**src/rtl/fetch_unit.sv**
```systemverilog
// fetch_unit: instruction fetch stage sitting directly downstream of the
// program counter. It issues single-word reads for the current PC over a
// req/gnt/rvalid memory interface and asks the PC to advance on every accepted
// request. Returned words are buffered with their PCs in a small FIFO that
// decode drains through a valid/ready handshake. A flush throws away both the
// buffered and the in-flight instructions.
//
// Ports:
//   clk          system clock, rising edge
//   reset_n      asynchronous active-low reset
//   pc_addr      current PC from the program counter
//   flush        redirect, high in the cycle the PC is loaded
//   inc_pc       PC advance request, high when a read is accepted
//   imem_req     memory read request
//   imem_addr    memory read address (always equal to pc_addr)
//   imem_gnt     memory accepted the request this cycle
//   imem_rvalid  read data valid
//   imem_rdata   read data
//   instr_valid  buffer head holds an instruction
//   instr        instruction at the buffer head
//   instr_pc     PC of the instruction at the buffer head
//   instr_ready  decode accepts the head this cycle
module fetch_unit #(
  parameter int DEPTH  = 2,
  parameter int ADDR_W = 32,
  parameter int DATA_W = 32
) (
  input  logic              clk,
  input  logic              reset_n,
  input  logic [ADDR_W-1:0] pc_addr,
  input  logic              flush,
  output logic              inc_pc,
  output logic              imem_req,
  output logic [ADDR_W-1:0] imem_addr,
  input  logic              imem_gnt,
  input  logic              imem_rvalid,
  input  logic [DATA_W-1:0] imem_rdata,
  output logic              instr_valid,
  output logic [DATA_W-1:0] instr,
  output logic [ADDR_W-1:0] instr_pc,
  input  logic              instr_ready
);

  localparam int PTR_W = $clog2(DEPTH);
  localparam int CNT_W = PTR_W + 1;
  localparam logic [CNT_W-1:0] FULL = CNT_W'(DEPTH);

  localparam logic [1:0] S_IDLE    = 2'd0;
  localparam logic [1:0] S_REQ     = 2'd1;
  localparam logic [1:0] S_WAIT    = 2'd2;
  localparam logic [1:0] S_DISCARD = 2'd3;

  logic [1:0]        state;
  logic [1:0]        state_nxt;
  logic [CNT_W-1:0]  count;
  logic [CNT_W-1:0]  count_nxt;
  logic [PTR_W-1:0]  wr_ptr;
  logic [PTR_W-1:0]  rd_ptr;
  logic [ADDR_W-1:0] req_pc;
  logic [DATA_W-1:0] buf_data [DEPTH];
  logic [ADDR_W-1:0] buf_pc   [DEPTH];
  logic              has_room;
  logic              push;
  logic              pop;

  assign imem_addr = pc_addr;

  // Requests are only made when a slot is free, so the response of the single
  // outstanding read always has room in the buffer.
  assign has_room = (count < FULL);
  assign imem_req = (state == S_REQ) && !flush && has_room;
  assign inc_pc   = imem_req && imem_gnt;

  // A response that coincides with a flush belongs to the old path: drop it.
  assign push = (state == S_WAIT) && imem_rvalid && !flush;
  assign pop  = instr_valid && instr_ready;

  assign count_nxt = count + CNT_W'(push) - CNT_W'(pop);

  assign instr_valid = (count != '0);
  assign instr       = buf_data[rd_ptr];
  assign instr_pc    = buf_pc[rd_ptr];

  always_comb begin
    state_nxt = state;
    case (state)
      S_IDLE: begin
        if (has_room && !flush) state_nxt = S_REQ;
      end
      S_REQ: begin
        if (inc_pc) state_nxt = S_WAIT;
      end
      S_WAIT: begin
        if (imem_rvalid) begin
          // After a flush the buffer is emptied, so there is always room.
          state_nxt = (flush || (count_nxt < FULL)) ? S_REQ : S_IDLE;
        end else if (flush) begin
          state_nxt = S_DISCARD;
        end
      end
      S_DISCARD: begin
        // The stale response is still owed; swallow it before re-requesting.
        if (imem_rvalid) state_nxt = S_REQ;
      end
      default: state_nxt = S_IDLE;
    endcase
  end

  always_ff @(posedge clk or negedge reset_n) begin
    if (!reset_n) begin
      state  <= S_IDLE;
      count  <= '0;
      wr_ptr <= '0;
      rd_ptr <= '0;
      req_pc <= '0;
    end else begin
      state <= state_nxt;
      if (inc_pc) req_pc <= pc_addr;
      if (flush) begin
        count  <= '0;
        wr_ptr <= '0;
        rd_ptr <= '0;
      end else begin
        count <= count_nxt;
        if (push) wr_ptr <= wr_ptr + PTR_W'(1);
        if (pop)  rd_ptr <= rd_ptr + PTR_W'(1);
      end
    end
  end

  // Storage is cleared on reset so the head outputs read as zero afterwards.
  always_ff @(posedge clk or negedge reset_n) begin
    if (!reset_n) begin
      for (int i = 0; i < DEPTH; i++) begin
        buf_data[i] <= '0;
        buf_pc[i]   <= '0;
      end
    end else if (push) begin
      buf_data[wr_ptr] <= imem_rdata;
      buf_pc[wr_ptr]   <= req_pc;
    end
  end

endmodule

```
**config.mk**
```make
export PLATFORM = sky130hd
export DESIGN_NAME = fetch_unit
export DESIGN_NICKNAME = d
export VERILOG_FILES = /design/src/rtl/fetch_unit.sv
export SDC_FILE = /design/constraint.sdc
export NUM_CORES = 1
export LEC_CHECK = 0
export BUFFER_PORTS_ARGS = -buffer_cell sky130_fd_sc_hd__buf_2
export CORE_MARGIN = 1.5
export CORE_UTILIZATION = 33
export CTS_CLUSTER_DIAMETER = 100
export DETAILED_ROUTE_END_ITERATION = 10
export PLACE_DENSITY_LB_ADDON = 0.05
export SYNTH_ARGS = -nofsm -noshare
export SYNTH_HDL_FRONTEND = slang
export SYNTH_SLANG_ARGS = --single-unit
```
**constraint.sdc**
```tcl
create_clock -name clk -period 2.9 [get_ports clk]
set_input_delay 0.58 -clock clk [delete_from_list [all_inputs] [get_ports clk]]
set_output_delay 0.58 -clock clk [all_outputs]
set_load 0.01 [all_outputs]
```
==> flow_summary.ini <==
[drt]
drc_errors = 0
wl_per_cell_um = 16.9
firstDrtPassIters = 4
drt.antenna.violating_nets = 0
drt_iter0_drc = 99
vias = 4246
vias_per_cell = 4.61
wl_um = 15600

[outcome]
status = complete, no violations

[worst_setup_path]
required_ps = 2320
crit_path_top_delay_cell = dfrtp_2
crit_type = reg2out
crit_path_max_fanout = 30
crit_chain = buf_12 > mux2_2 > buf_2
critPathArrivalTime_ps = 1960
critPathMaxStageDelay_ps = 710
end_kind = primary output
critPathBufInv = 2
path_delay_family = flip-flops
cp-start-kind = flop

[clock_tree]
hold_buffers = 0
path_clk_slew_ps = 60
h-tree-depth = 4
cts_buffers = 17
cts-resized-gates = 0
cts_setup_buffers = 0
cts_tree = built
clk_path_buf_depth = 2
cts-root-buf = clkbuf_16
worstSkewPairLatency_ps = 420
cts.sinks = 166

[synth]
synth_top_area_cell = dfrtp_1
synth_flop_cell = dfrtp_1
syn_area_mm2 = 0.00760
synth_cells = 482
synth_common_cells = mux2_2, dfrtp_1, buf_4
ys_ff_latch = 166
synth.area.top_cells = dfrtp_1, mux2_2, mux2_4
ys_seq_area_share_pct = 54.7
ys_warn_count = 0
synth-async-reset-ratio_pct = 100
synth.distinct_cells = 32
yosysTopAreaCellShare_pct = 54.7
synth_area_per_cell_um2 = 15.8
synth_most_common_cell = mux2_2
synth_edf_count = 0
synth_nets = 558

[grt]
grt_pass1_vias = 4733
grt_use_met2_pct = 23.1
use_met1_pct = 17.7
met3_usage_pct = 4.34
antenna_found_initial = 0
grt_max_degree = 65
grt_most_used_layer = met2
grt.overflow.total = 0
grt.total_usage_pct = 13.9
grt_pass1_wl_um = 25600

[sta]
tns_ps = 0
slew_viol_final = 0
period_share_pct = 87.6
tightest_slew_ps = 533
skew_ps = 7.79
setup_violations = 0
hold_viol = 0
maxSlewHeadroom_pct = 64.5
fin_crit_ps = 2540
rsz0062_at_grt = no
max_freq_ghz = 0.394

[flow_run]
cap_violations = 0

[placement]
dp_hpwl_um = 10300
gp_congestion = 0.729
io_buffers = 168

[floorplan]
fp.coreArea_mm2 = 0.0226
initial_core_util_pct = 33.6
io_pins = 169
dieWidth_um = 155
die_area_mm2 = 0.0239
die_h_um = 155
rows = 55

[worst_hold_path]
worstHoldPathType = in2async

[cells_and_area]
nets = 700
syn_to_final_growth_pct = 19.0
antenna-diode-count = 0
drive_gt1_share_pct = 66.9
final_util_pct = 39.9

[power]
peakVddDrop_uv = 376
fin_total_pwr_mw = 8.85
p_per_area_mw_per_mm2 = 978
p_leak_nw = 4.64
per-stage QoR:
stage	area (µm²)	cells	setup slack (ps)	hold slack [ps]
2_1_floorplan	7600	482	834	284
6_report	9040	922	360	74.1
5_1_grt	9040	922	183	82.9
3_3_place_gp	8450	890	681	463
4_1_cts	9040	922	308	70.6
3_5_place_dp	8450	890	640	476
cells by family after synthesis:
| kind of cell | synth area share, % |
|---|---|
| flip-flops | 54.7 |
| AND/OR/NAND/NOR | 1.71 |
| AO/OA/AOI/OAI | 0.790 |
| XOR/XNOR | 0.461 |
| multiplexers | 34.6 |
| adder cells (fa/ha/maj) | 0.988 |
| buffers and inverters | 6.80 |
path summary, 6_finish.rpt:
kind	startpoint	to	slack, ps	cells past startpoint
worst max-delay path	rd_ptr	instr_pc[29]	360	3
worst min-delay path	reset_n	buf_pc[60]	70	1
worst max register to register	state[0]	state[0]	650	11
worst min register to register	buf_data[39]	buf_data[39]	480	1
max in group asynchronous	reset_n	buf_data[24]	2010	2
min in group clk	imem_rdata[28]	buf_data[28]	380	2
flip-flops by register name, indices dropped and copies added, names as in the netlist:
name,cells
wr_ptr,1
state,2
rd_ptr,1
buf_data,64
req_pc,32
count,2
buf_pc,64
layout by cell type (no fill, tap or decap), types with 2 or more instances in the layout:
cell type	n
buf_2	167
clkinvlp_4	2
and2_1	2
inv_6	4
clkinv_4	3
buf_4	4
xor2_1	2
mux2_2	179
bufinv_16	2
nor2_1	4
dfrtp_1	165
mux2_1	17
mux2_4	28
inv_1	4
clkinv_2	2
xnor2_1	2
buf_12	6
clkbuf_16	17
o211ai_1	2
ha_1	6
worst register-to-register path, cell delays in order (launching register included):
cell       delay (ps)
dfrtp_1           410
inv_1             100
ha_1              230
nor2b_4           250
nand2_4           100
ha_1              280
inv_1              40
ha_1              180
xor2_1            150
xnor2_1           140
o211ai_1          180
o2bb2ai_1          90
per-layer routing:
| layer | share of wire (%) | up-vias |
|---|---|---|
| met3 | 4.7 | 12 |
| met4 | 1.1 | 0 |
| met2 | 48 | 109 |
| li1 | - | 1962 |
| met5 | 0 | - |
| met1 | 46 | 2163 |
power by group:
group          switching [mW]  internal (mW)  leakage [nW]
combinational            1.27           1.76          2.17
sequential              0.476           3.08          2.19
clock                   0.954           1.30         0.285
total                    2.70           6.15          4.64
cell type report:
cell class / instances / area [µm²]
Fill cell: 2135 / 13600
Sequential cell: 166 / 4160
Multi-Input combinational cell: 257 / 2930
Timing Repair Buffer: 178 / 997
Clock buffer: 19 / 443
Tap cell: 285 / 357
Clock inverter: 13 / 146
Inverter: 4 / 15.0
Note: power is estimated with default switching activity, not from simulation.
